### src/rtl/sccb_init_sequencer.sv
// Table-driven SCCB register initialiser: walks a config ROM and issues writes,
// optional read-back verification with retry, ms delays and handshake timeouts.
module sccb_init_sequencer #(
  parameter logic [7:0]  DEV_ID      = 8'h42,
  parameter int unsigned XCLK_FREQ   = 8_000_000,
  parameter int unsigned TBL_AW      = 8,
  parameter int unsigned MAX_RETRY   = 3,
  parameter int unsigned TIMEOUT_CYC = 200_000
) (
  input  logic              XCLK,
  input  logic              RST,
  input  logic              go,
  output logic [TBL_AW-1:0] tbl_addr,
  input  logic [17:0]       tbl_data,
  output logic              start,
  output logic              RW,
  output logic [7:0]        ip_addr,
  output logic [7:0]        sub_addr,
  output logic [7:0]        data_in,
  input  logic [7:0]        data_out,
  input  logic              done,
  output logic              busy,
  output logic              init_done,
  output logic              err,
  output logic [1:0]        err_code,
  output logic [TBL_AW-1:0] err_addr
);

  localparam int unsigned MS_CYC = (XCLK_FREQ >= 1000) ? XCLK_FREQ / 1000 : 1;
  localparam int unsigned MS_W   = (MS_CYC > 1) ? $clog2(MS_CYC) : 1;
  localparam int unsigned TMO_W  = (TIMEOUT_CYC > 1) ? $clog2(TIMEOUT_CYC) : 1;
  localparam int unsigned RTY_W  = (MAX_RETRY > 0) ? $clog2(MAX_RETRY + 1) : 1;

  localparam logic [1:0] ERR_VERIFY  = 2'b01;
  localparam logic [1:0] ERR_TIMEOUT = 2'b10;

  typedef enum logic [3:0] {
    IDLE, FETCH, DECODE, WR_REQ, WR_ACK, RD_REQ, RD_ACK,
    CHECK, DELAY, NEXT, FIN, FAIL
  } state_e;

  typedef enum logic [1:0] {
    OP_WRV = 2'b00,
    OP_WR  = 2'b01,
    OP_DLY = 2'b10,
    OP_END = 2'b11
  } op_e;

  state_e            state_q, state_d;
  logic [TBL_AW-1:0] tbl_addr_q, tbl_addr_d;
  logic [7:0]        sub_q, sub_d;
  logic [7:0]        dat_q, dat_d;
  logic              vfy_q, vfy_d;
  logic              rw_q, rw_d;
  logic [7:0]        rd_q, rd_d;
  logic [RTY_W-1:0]  retry_q, retry_d;
  logic [TMO_W-1:0]  tmo_q, tmo_d;
  logic [MS_W-1:0]   cyc_q, cyc_d;
  logic [7:0]        ms_q, ms_d;
  logic              busy_q, busy_d;
  logic              init_done_q, init_done_d;
  logic              err_q, err_d;
  logic [1:0]        err_code_q, err_code_d;
  logic [TBL_AW-1:0] err_addr_q, err_addr_d;

  logic tmo_hit;
  op_e  op;

  assign tmo_hit = (tmo_q == TMO_W'(TIMEOUT_CYC - 1));
  assign op      = op_e'(tbl_data[17:16]);

  always_ff @(posedge XCLK or posedge RST) begin
    if (RST) begin
      state_q     <= IDLE;
      tbl_addr_q  <= '0;
      sub_q       <= '0;
      dat_q       <= '0;
      vfy_q       <= 1'b0;
      rw_q        <= 1'b0;
      rd_q        <= '0;
      retry_q     <= '0;
      tmo_q       <= '0;
      cyc_q       <= '0;
      ms_q        <= '0;
      busy_q      <= 1'b0;
      init_done_q <= 1'b0;
      err_q       <= 1'b0;
      err_code_q  <= '0;
      err_addr_q  <= '0;
    end else begin
      state_q     <= state_d;
      tbl_addr_q  <= tbl_addr_d;
      sub_q       <= sub_d;
      dat_q       <= dat_d;
      vfy_q       <= vfy_d;
      rw_q        <= rw_d;
      rd_q        <= rd_d;
      retry_q     <= retry_d;
      tmo_q       <= tmo_d;
      cyc_q       <= cyc_d;
      ms_q        <= ms_d;
      busy_q      <= busy_d;
      init_done_q <= init_done_d;
      err_q       <= err_d;
      err_code_q  <= err_code_d;
      err_addr_q  <= err_addr_d;
    end
  end

  always_comb begin
    state_d     = state_q;
    tbl_addr_d  = tbl_addr_q;
    sub_d       = sub_q;
    dat_d       = dat_q;
    vfy_d       = vfy_q;
    rw_d        = rw_q;
    rd_d        = rd_q;
    retry_d     = retry_q;
    tmo_d       = tmo_q;
    cyc_d       = cyc_q;
    ms_d        = ms_q;
    busy_d      = busy_q;
    init_done_d = init_done_q;
    err_d       = err_q;
    err_code_d  = err_code_q;
    err_addr_d  = err_addr_q;

    case (state_q)
      IDLE, FIN, FAIL: begin
        if (go) begin
          init_done_d = 1'b0;
          err_d       = 1'b0;
          err_code_d  = '0;
          err_addr_d  = '0;
          tbl_addr_d  = '0;
          retry_d     = '0;
          busy_d      = 1'b1;
          state_d     = FETCH;
        end
      end
      FETCH: state_d = DECODE;
      DECODE: begin
        sub_d = tbl_data[15:8];
        dat_d = tbl_data[7:0];
        vfy_d = (op == OP_WRV);
        case (op)
          OP_WRV, OP_WR: state_d = WR_REQ;
          OP_DLY: begin
            ms_d    = tbl_data[7:0];
            cyc_d   = '0;
            state_d = (tbl_data[7:0] == 8'd0) ? NEXT : DELAY;
          end
          default: state_d = FIN;
        endcase
      end
      // In every handshake state a completing done takes priority over timeout.
      WR_REQ: begin
        if (done) state_d = WR_ACK;
        else if (tmo_hit) begin
          state_d    = FAIL;
          err_code_d = ERR_TIMEOUT;
        end else tmo_d = tmo_q + 1'b1;
      end
      WR_ACK: begin
        if (!done) state_d = vfy_q ? RD_REQ : NEXT;
        else if (tmo_hit) begin
          state_d    = FAIL;
          err_code_d = ERR_TIMEOUT;
        end else tmo_d = tmo_q + 1'b1;
      end
      RD_REQ: begin
        if (done) begin
          rd_d    = data_out;
          state_d = RD_ACK;
        end else if (tmo_hit) begin
          state_d    = FAIL;
          err_code_d = ERR_TIMEOUT;
        end else tmo_d = tmo_q + 1'b1;
      end
      RD_ACK: begin
        if (!done) state_d = CHECK;
        else if (tmo_hit) begin
          state_d    = FAIL;
          err_code_d = ERR_TIMEOUT;
        end else tmo_d = tmo_q + 1'b1;
      end
      CHECK: begin
        if (rd_q == dat_q) state_d = NEXT;
        else if (retry_q < RTY_W'(MAX_RETRY)) begin
          retry_d = retry_q + 1'b1;
          state_d = WR_REQ;
        end else begin
          state_d    = FAIL;
          err_code_d = ERR_VERIFY;
        end
      end
      DELAY: begin
        if (cyc_q == MS_W'(MS_CYC - 1)) begin
          cyc_d = '0;
          if (ms_q == 8'd1) state_d = NEXT;
          else ms_d = ms_q - 8'd1;
        end else cyc_d = cyc_q + 1'b1;
      end
      NEXT: begin
        retry_d = '0;
        if (&tbl_addr_q) state_d = FIN;
        else begin
          tbl_addr_d = tbl_addr_q + 1'b1;
          state_d    = FETCH;
        end
      end
      default: state_d = IDLE;
    endcase

    // Entry actions: RW is fixed for the whole request/ack pair it belongs to.
    if (state_d != state_q) begin
      tmo_d = '0;
      if (state_d == WR_REQ) rw_d = 1'b0;
      if (state_d == RD_REQ) rw_d = 1'b1;
      if (state_d == FIN) begin
        busy_d      = 1'b0;
        init_done_d = 1'b1;
      end
      if (state_d == FAIL) begin
        busy_d     = 1'b0;
        err_d      = 1'b1;
        err_addr_d = tbl_addr_q;
      end
    end
  end

  assign start     = (state_q == WR_REQ) || (state_q == RD_REQ);
  assign RW        = rw_q;
  assign ip_addr   = DEV_ID;
  assign sub_addr  = sub_q;
  assign data_in   = dat_q;
  assign tbl_addr  = tbl_addr_q;
  assign busy      = busy_q;
  assign init_done = init_done_q;
  assign err       = err_q;
  assign err_code  = err_code_q;
  assign err_addr  = err_addr_q;

endmodule

### config.mk
export PLATFORM = sky130hd
export DESIGN_NAME = sccb_init_sequencer
export DESIGN_NICKNAME = d
export VERILOG_FILES = /design/src/rtl/sccb_init_sequencer.sv
export SDC_FILE = /design/constraint.sdc
export NUM_CORES = 1
export LEC_CHECK = 0
export ABC_AREA = 1
export CAP_MARGIN = 20
export CORE_MARGIN = 10
export CORE_UTILIZATION = 55
export DETAILED_ROUTE_END_ITERATION = 10
export PLACE_DENSITY_LB_ADDON = 0.05
export SLEW_MARGIN = 0
export SYNTH_ARGS = -nofsm -noshare
export SYNTH_HDL_FRONTEND = slang
export SYNTH_SLANG_ARGS = --single-unit
### constraint.sdc
create_clock -name XCLK -period 4 [get_ports XCLK]
set_input_delay 1 -clock XCLK [delete_from_list [all_inputs] [get_ports XCLK]]
set_output_delay 1 -clock XCLK [all_outputs]
set_load 0.02 [all_outputs]
==> results_dict.tcl <==
set metrics [dict create \
    combPwrFrac_pct 45.8 \
    setup_viol 0 \
    drc 0 \
    yosys-top-cells-area "dfrtp_1 45%, nand2_1 16%, inv_1 6.7%" \
    synth_top_cell_area_share_pct 44.9 \
    wl_met3_um 785 \
    top_layer "met4" \
    cts.repair.resized 0 \
    hold_viol_final 0 \
    skew_ns 0.0178 \
    slowest_delay_ns 0.62 \
    cts_tree "built" \
    io_pins 77 \
    dp_hpwl_um 9230 \
    utilization_pct 66.8 \
    wl_met1_um 5370 \
    min_path_type "flop to flop" \
    netlist_area_mm2 0.00513 \
    fin_crit_ns 3.00 \
    die_x_um 117 \
    slowest_stage "clkdlybuf4s50_1" \
    sw_frac_of_total_pct 43.6 \
    numCtsBuffers 9 \
    critPathKind "flop to output port" \
    gp_congestion 0.924 \
    cts_hold_buf 0 \
    holdWs_ns 0.480 \
    critPathMaxFanout 6 \
    critPathTopFamily "buffers and inverters" \
    synth_cell_type_count 38 \
    htreeDepth 3 \
    core_mm2 0.00915 \
    grt_setup_unrepaired "false" \
    maxCapViolCount 0 \
    avgSynthCellArea_um2 7.32 \
    p_leak_nw 3.02 \
    yosysWarnings 0 \
    synth_top_area_cell "dfrtp_1" \
    startpoint_type "flop" \
    die_area_mm2 0.0136 \
    wl_um 12100 \
    drive_above_1_share_pct 6.58 \
    yosysSeqAreaShare_pct 44.9 \
    portBuffers 68 \
    cp_data_arrival_time_ns 2.00 \
    ys_ff_latch 92 \
    cts_setup_buffers 0 \
    drtIter0Drc 325 \
    first_pass_iters 5 \
    fin_nets 806 \
    finalWorstSetupSlack_ns 1.00 \
    max_freq_ghz 0.333 \
    p_switching_mw 1.65 \
    fin_cells 886 \
    regArea_mm2 0.00230 \
    drt-wirelength-per-cell_um 13.6 \
    power_density_mw_per_mm2 621 \
    clock_latency_ns 0.36 \
    p_int_mw 2.14 \
    die_height_um 117 \
    ant_nets 0 \
    worst_pin_slew_ns 0.916 \
    first_global_vias 4460 \
    fp-row-count 35 \
    power_frac_clock_pct 16.9 \
    grt_max_degree 52 \
    tns_ns 0 \
    irDropWorstVdd_mv 0.327 \
    grt.overflow.total 0 \
    slew_headroom_pct 38.9 \
    status "finished, final reports clean" \
    grt_usage_pct 18.7 \
    path_buf_inv 3 \
    layout-area-overhead-vs-synth_pct 19.2 \
    cts_root_buf "clkbuf_8" \
    synthCells 700 \
    dp_cells 870 \
    antennaDiodeCount 0 \
    path_clk_slew_ns 0.09 \
    seq_power_share_pct 37.3 \
    cp.required_ns 3.00 \
    vias 4578 \
    multi_input_area_mm2 0.00237 \
    viasPerCell 5.17 \
    slew_violations 0 \
    start_util_pct 56.0 \
    route.met2.wl_um 5810 \
    place_ws_ns 0.855 \
    clock-sinks 92 \
    final.fill_count 803 \
    ctsLongestPathBuffers 2 \
    fin_crit_sh_pct 75.0 \
    antenna_found_initial 0 \
    path_cells "inv_1 -> nand2_2 -> inv_1 -> nand2_1 -> nand2_2 -> clkdlybuf4s50_1" \
    grt_first_pass_wirelength_um 20800 \
    cp-end-kind "output port" \
]
## layout make-up
class	count	area share (%)
repair buffers	73	12.0
multi-input cells	498	38.9
inverters	96	5.92
clock buffers	11	2.31
flip-flops and latches	92	37.7
well taps	111	2.27
clock inverters	5	1.00
## cells in the final DEF (no fill, tap or decap), types with 9 or more instances in the layout
cell,Yosys,final
inv_1,91,90
a21oi_1,16,16
nand3_1,50,50
nor3_1,10,10
clkdlybuf4s50_1,0,68
nor2_1,84,84
nand2_1,218,218
dfrtp_1,92,92
clkbuf_8,0,10
xor2_1,9,9
o21ai_0,37,37
## cells by family (layout without fill, tap and decap cells)
group	count (synthesis)	count (layout)	share of synthesized area, %
compound gates	72	72	7.84
fa+ha+maj	6	6	1.46
buf+inv	116	185	9.20
mux	5	5	1.10
xor+xnor	17	17	2.90
other cells	2	8	0.147
flops	92	92	44.9
simple gates	390	390	32.4
## power groups by stage
stage	combinational, mW	sequential [mW]	clock, mW
2_1_floorplan	1.12	1.49	0
5_1_grt	1.98	1.45	0.703
4_1_cts	1.75	1.41	0.659
6_report	1.74	1.41	0.642
3_5_place_dp	1.74	1.43	0
3_3_place_gp	1.72	1.42	0
## state kept, by name, summed over array words and instances, names as in the netlist
| signal | count |
|---|---|
| rd_q | 8 |
| sub_addr | 8 |
| RW | 1 |
| err | 1 |
| busy | 1 |
| retry_q | 2 |
| tbl_addr | 8 |
| cyc_q | 13 |
| err_code | 2 |
| err_addr | 8 |
| vfy_q | 1 |
| state_q | 4 |
| data_in | 8 |
| ms_q | 8 |
| tmo_q | 18 |
| init_done | 1 |
## worst paths after layout
check,startpoint,end,slack (ns),cells past startpoint
max reg2reg,state_q[3],ms_q[6],1.37,10
min,sub_addr[6],sub_addr[6],0.48,2
max in group asynchronous,RST,tmo_q[16],2.16,3
min in group asynchronous,RST,cyc_q[6],1.12,2
min reg2reg,sub_addr[6],sub_addr[6],0.48,2
max,state_q[3],start,1.00,6
## stage by stage
stage               power [mW]  area [µm²]
CTS                       3.82        6110
global placement          3.14        5910
floorplan                 2.62        5150
global route              4.13        6110
detailed placement        3.17        5910
finish                    3.79        6110
## per-layer routing
| layer | track usage (%) | vias up |
|---|---|---|
| met5 | 0 | - |
| met4 | 5.11 | 0 |
| met3 | 4.37 | 11 |
| met2 | 30.9 | 131 |
| met1 | 23.9 | 2105 |
| li1 | - | 2331 |
## worst reg2reg max path, stage by stage, from the launching register on
cell and delay (ns):
dfrtp_1 0.46, inv_1 0.20, nand2_1 0.13, nor2_1 0.13, buf_4 0.26, nand3_1 0.16, nand2_1 0.24, inv_2 0.14
nor3_4 0.48, o21ai_0 0.18, a22oi_1 0.17
## cells in the mapped netlist
master / n
a21oi_1: 16
a21oi_2: 1
a221oi_1: 1
a22oi_1: 2
a31oi_1: 1
a32o_1: 1
and3_1: 1
buf_2: 5
buf_4: 8
clkbuf_1: 7
conb_1: 2
dfrtp_1: 92
ha_1: 6
inv_1: 91
inv_2: 5
mux2_2: 5
nand2_1: 218
nand2_2: 2
nand2_4: 2
nand3_1: 50
nand3_2: 1
nand3b_1: 1
nand4_1: 7
nor2_1: 84
nor2_2: 7
nor2_4: 1
nor3_1: 10
nor3_2: 2
nor3_4: 2
nor4_2: 1
o211ai_1: 3
o21ai_0: 37
o21ai_1: 2
o22ai_1: 4
o31ai_1: 4
or2_2: 1
xnor2_1: 8
xor2_1: 9
Note: power is estimated with default switching activity, not from simulation.
